**src/rtl/ws2812b_frame_ctrl.sv**
```systemverilog
// ws2812b_frame_ctrl: GRB frame buffer streamed as 3-phase WS2812B symbols; define WS2812B_AUTO_REFRESH_EN for continuous refresh.
module ws2812b_frame_ctrl #(
  parameter int TICKS_PER_PHASE = 11,
  parameter int PIXEL_CNT = 12,
  parameter int ADDR_W = 4,
  parameter int LATCH_PHASES = 720
) (
  input  logic              sys_clk,
  input  logic              sys_rst_n,
  input  logic              wr_en,
  input  logic [ADDR_W-1:0] wr_addr,
  input  logic [23:0]       wr_data,
  input  logic              start,
  output logic              busy,
  output logic              done,
  output logic              pixel_pin
);
  localparam int TW = $clog2(TICKS_PER_PHASE);
  localparam int PW = PIXEL_CNT > 1 ? $clog2(PIXEL_CNT) : 1;
  localparam int LW = $clog2(LATCH_PHASES + 1);
  // pixel_pin is registered, so the gap is counted one cycle past the line's view of it
`ifdef WS2812B_AUTO_REFRESH_EN
  localparam logic AUTO = 1'b1;
  localparam int LAT_P = LATCH_PHASES - 1;
  localparam int LAT_T = TICKS_PER_PHASE - 2;
`else
  localparam logic AUTO = 1'b0;
  localparam int LAT_P = LATCH_PHASES;
  localparam int LAT_T = 0;
`endif

  typedef enum logic [1:0] {IDLE, LOAD, SEND, LATCH} state_t;

  state_t state, state_n;
  logic [23:0] mem [2**ADDR_W];
  logic [23:0] shreg;
  logic [TW-1:0] tick;
  logic [1:0] ph;
  logic [4:0] bit_i;
  logic [PW-1:0] px;
  logic [LW-1:0] lph;
  logic tick_end, bit_end, pix_end, frame_end, latch_end, start_ok;

  assign tick_end = tick == TW'(TICKS_PER_PHASE - 1);
  assign bit_end = tick_end && ph == 2'd2;
  assign pix_end = bit_end && bit_i == 5'd23;
  assign frame_end = pix_end && px == PW'(PIXEL_CNT - 1);
  assign latch_end = state == LATCH && lph == LW'(LAT_P) && tick == TW'(LAT_T);
  assign start_ok = start && !busy && !done;

  always_ff @(posedge sys_clk)
    if (wr_en && 32'(wr_addr) < PIXEL_CNT) mem[wr_addr] <= wr_data;

  always_comb begin
    state_n = state;
    case (state)
      IDLE:  if (start_ok) state_n = LOAD;
      LOAD:  state_n = SEND;
      SEND:  if (frame_end) state_n = LATCH;
      LATCH: if (latch_end) state_n = AUTO ? LOAD : IDLE;
      default: state_n = IDLE;
    endcase
  end

  always_ff @(posedge sys_clk or negedge sys_rst_n)
    if (!sys_rst_n) begin
      state <= IDLE;
      busy <= 1'b0;
      done <= 1'b0;
      pixel_pin <= 1'b0;
      tick <= '0;
      ph <= '0;
      bit_i <= '0;
      px <= '0;
      lph <= '0;
      shreg <= '0;
    end else begin
      state <= state_n;
      busy <= state_n != IDLE;
      done <= latch_end;
      pixel_pin <= state == SEND && (ph == 2'd0 || (ph == 2'd1 && shreg[23]));
      tick <= (state == SEND || state == LATCH) && !tick_end ? tick + 1'b1 : '0;
      lph <= state == LATCH ? lph + LW'(tick_end) : '0;
      if (state == LOAD) begin
        ph <= '0;
        bit_i <= '0;
        px <= '0;
        shreg <= mem[0];
      end else if (state == SEND && tick_end) begin
        ph <= ph == 2'd2 ? 2'd0 : ph + 1'b1;
        if (bit_end) begin
          bit_i <= bit_i == 5'd23 ? 5'd0 : bit_i + 1'b1;
          // next pixel is fetched at the end of bit 0 so pixels abut with no gap
          shreg <= pix_end && !frame_end ? mem[ADDR_W'(px + 1'b1)] : shreg << 1;
          if (pix_end && !frame_end) px <= px + 1'b1;
        end
      end
    end
endmodule

```
**config.mk**
```make
export PLATFORM = sky130hd
export DESIGN_NAME = ws2812b_frame_ctrl
export DESIGN_NICKNAME = d
export VERILOG_FILES = /design/src/rtl/ws2812b_frame_ctrl.sv
export SDC_FILE = /design/constraint.sdc
export NUM_CORES = 1
export LEC_CHECK = 0
export CAP_MARGIN = 40
export CORE_ASPECT_RATIO = 0.7
export CORE_MARGIN = 8
export CORE_UTILIZATION = 55
export DETAILED_ROUTE_END_ITERATION = 12
export DONT_BUFFER_PORTS = 1
export PLACE_DENSITY_LB_ADDON = 0.1
export SETUP_SLACK_MARGIN = 0.02
export SLEW_MARGIN = 25
export SYNTH_ARGS = -nofsm -noshare
export SYNTH_HDL_FRONTEND = slang
export SYNTH_SLANG_ARGS = --single-unit
```
**constraint.sdc**
```tcl
create_clock -name sys_clk -period 3.53 [get_ports sys_clk]
set_input_delay 0.706 -clock sys_clk [delete_from_list [all_inputs] [get_ports sys_clk]]
set_output_delay 0.706 -clock sys_clk [all_outputs]
set_load 0.05 [all_outputs]
```
==> summary.md <==
| Metric | Value |
|---|---|
| CTS Root Cell | clkbuf_16 |
| Number of setup violations in the final report | 0 |
| CTS tree | built |
| Clock Skews | 0.008459 ns |
| Largest cells by area after synthesis | edfxtp_1 65%, dfrtp_1 7.6%, mux2i_1 6.3%, mux2_2 6.1%, nand3_1 2.9% |
| Pwr Density | 509.8 nW/um^2 |
| Post-CTS Setup Inserts | 0 |
| Status | completed |
| Synth Register Bits | 438 |
| Worst-Margin Slew | 1.125 ns |
| N_diodes | 0 |
| Seq/Total Area, Yosys | 0.7230 |
| Worst-path maximum fanout | 42 |
| Final slew viol count | 0 |
| Gr usage total | 0.1950 |
| Row count | 55 |
| DRT Pass-1 Iters | 5 |
| Largest net degree at the start of global routing | 161 |
| Critical R2R Capture | shreg[0]$_DFFE_PN0P_ |
| Routed WL | 37.96 mm |
| FF-to-FF setup slack | 0.77 ns |
| Required time at the worst-slack endpoint | 3.96 ns |
| Port Buf Inserts | 0 |
| Final Hold Viols | 0 |
| Worst setup path endpoint | shreg[0]$_DFFE_PN0P_ |
| Synth Area per Inst | 16.27 sq um |
| Synth warnings | 0 |
| VDD IR max | 0.3603 mV |
| Maximum clock rate | 362.8 MHz |
| Relative max-transition margin | 0.2503 |
| Initial antenna violation count | 0 |
| # IOs | 35 |
| Synth Cell Area | 17820 sq um |
| Die Ht | 166.6 microns |
| Full die area | 38500 sq um |
| Crit path from | px[0]$_DFFE_PN0P_ |
| Clock transition at the registers of the reported paths | 0.07 ns |
| CTS buffer count | 41 |
| Most frequent cells in the layout | 384 x edfxtp_1, 112 x mux2i_1, 102 x nand3_1, 96 x mux2_2, 96 x conb_1 |
| Routed vias/inst | 5.903 |
| Area share of the largest cell type after synthesis | 0.6472 |
| Final HPWL DP | 20.51 mm |
| Commonest non-fill, non-tap cell in the layout | edfxtp_1 |
| DR DRC count | 0 |
| Placer Congestion | 0.7618 |
| Crit share post-route | 0.7807 |
| CORE AREA | 32140 sq um |
| Vias | 9788 |
| Synthesized instance count | 1095 |
| Unique masters post-synth | 51 |
| Max Buffers Root-to-Sink | 3 |
| CP Capture Type | flip-flop |
| Total congestion overflow | 0 |
| R2r startpoint | px[0]$_DFFE_PN0P_ |
| Unrepaired setup endpoints after global routing | no |
| Layout cells sized above 1 | 0.1779 |
| Critical path class | reg -> reg |
| H-tree depth | 2 |
| Critical Path Start Type | flip-flop |
| Routed wire per std cell | 22.89 microns |
| Leak Pwr | 6.588 nW |
| Layout Cell Area excl Fill | 20010 sq um |
| Clock sinks | 438 |
| Area delta synth->final | 12.33% |
| Starting Density | 0.5544 |
| Worst r2r path cells | 5 |
| Die X | 231.1 microns |
| Top FF cell, synth | edfxtp_1 |
| Post-route setup TNS | 0 ns |
| Worst hold path class | in -> async |
| Initial DRC count | 1003 |
| Number of synthesized flops with an enable pin | 384 |
| Crit path DAT | 3.18 ns |
| Final net count | 1238 |
| First-pass GRT wire length | 58.24 mm |
| Clk Latency, worst-skew pair | 0.54 ns |
| Area leader, netlist | edfxtp_1 |
| Max Cap Viol | 0 |
| Share of flip-flops with an asynchronous set or reset | 0.1233 |
| FILL cells | 2318 |
| Post-DP Area | 18720 sq um |
| Post-route ant nets | 0 |
| Vias in the first global route | 9703 |
| Final min period | 2.756 ns |
[synthesized netlist by cell type, drive strengths merged (6+ instances only)]
cell type / number
a21oi: 29
a22oi: 23
buf: 39
clkbuf: 26
dfrtp: 54
edfxtp: 384
ha: 7
inv: 8
mux2: 96
mux2i: 112
nand2: 20
nand2b: 6
nand3: 102
nand3b: 6
nand4: 23
nor2: 29
nor3: 6
o21ai: 8
o22ai: 51
o32a: 22
xnor2: 6
xor2: 7
[final cells by class]
type                    instances  area [sq um]  share of cell area
clock buffers                  48          1072             0.05358
well taps                     427         534.3             0.02669
repair buffers                 31         277.8             0.01388
clock inverters                27         192.7            0.009627
inverters                       8         30.03            0.001500
flip-flops and latches        438         12890              0.6438
multi-input cells             679          5021              0.2509
[logic make-up after synthesis]
logic type	Yosys count	synth area share
flops	438	0.7230
mux	213	0.1299
simple gates	212	0.06313
compound gates	138	0.05246
buf+inv	73	0.01952
xor+xnor	13	0.006812
fa+ha+maj	7	0.004916
other cells	1	0.0002105
[routing by layer]
| metal | global-route usage | wire [microns] |
|---|---|---|
| met5 | 0 | 0 |
| met4 | 0.04590 | 565 |
| met3 | 0.03701 | 2683 |
| met2 | 0.2974 | 16920 |
| met1 | 0.2882 | 17790 |
[worst min path at each step]
stage                         start                   end  cells past startpoint
final                     sys_rst_n     tick[0]$_DFF_PN0_                      1
after global routing      sys_rst_n    state[1]$_DFF_PN0_                      1
after CTS                 sys_rst_n     tick[0]$_DFF_PN0_                      1
after detailed placement  sys_rst_n     tick[1]$_DFF_PN0_                      0
after global placement    sys_rst_n     tick[2]$_DFF_PN0_                      0
after floorplan           sys_rst_n  bit_i[0]$_DFFE_PN0P_                      0
[stage by stage]
stage            util  std cells  power, mW  hold WS, ns  setup WS, ns
2_1_floorplan       -       1190      6.046       0.4104        0.2056
3_3_place_gp   0.5826       1582      6.096       0.4123        0.8108
3_5_place_dp   0.5826       1582      6.100       0.4130        0.7093
4_1_cts        0.6228       1658      10.30      0.02675        0.7125
5_1_grt        0.6228       1658      10.53      0.04106        0.6169
6_report       0.6228       1658      10.20      0.02571        0.7740
[sequential cells by signal, summed over array words and instances, names as in the netlist]
signal / count
state: 2
px: 4
ph: 2
done: 1
shreg: 24
pixel_pin: 1
busy: 1
mem: 384
lph: 10
tick: 4
bit_i: 5
[power by group]
part / leakage, nW / internal [mW] / switching, mW
registers: 4.22 / 5.81 / 0.0404
logic: 1.75 / 0.0531 / 0.102
clock network: 0.619 / 2.33 / 1.87
[worst max-delay path, cell delays in order (launching register included)]
cell and delay (ns):
dfrtp_4 0.50, ha_2 0.49, buf_4 0.53, mux4_2 0.39
mux4_2 0.47, a41o_1 0.24
[repair_timing]
action	in CTS	in global routing
resized for setup	0	0
hold endpoints to repair	54	0
hold buffers	1	0
Note: power is estimated with default switching activity, not from simulation.
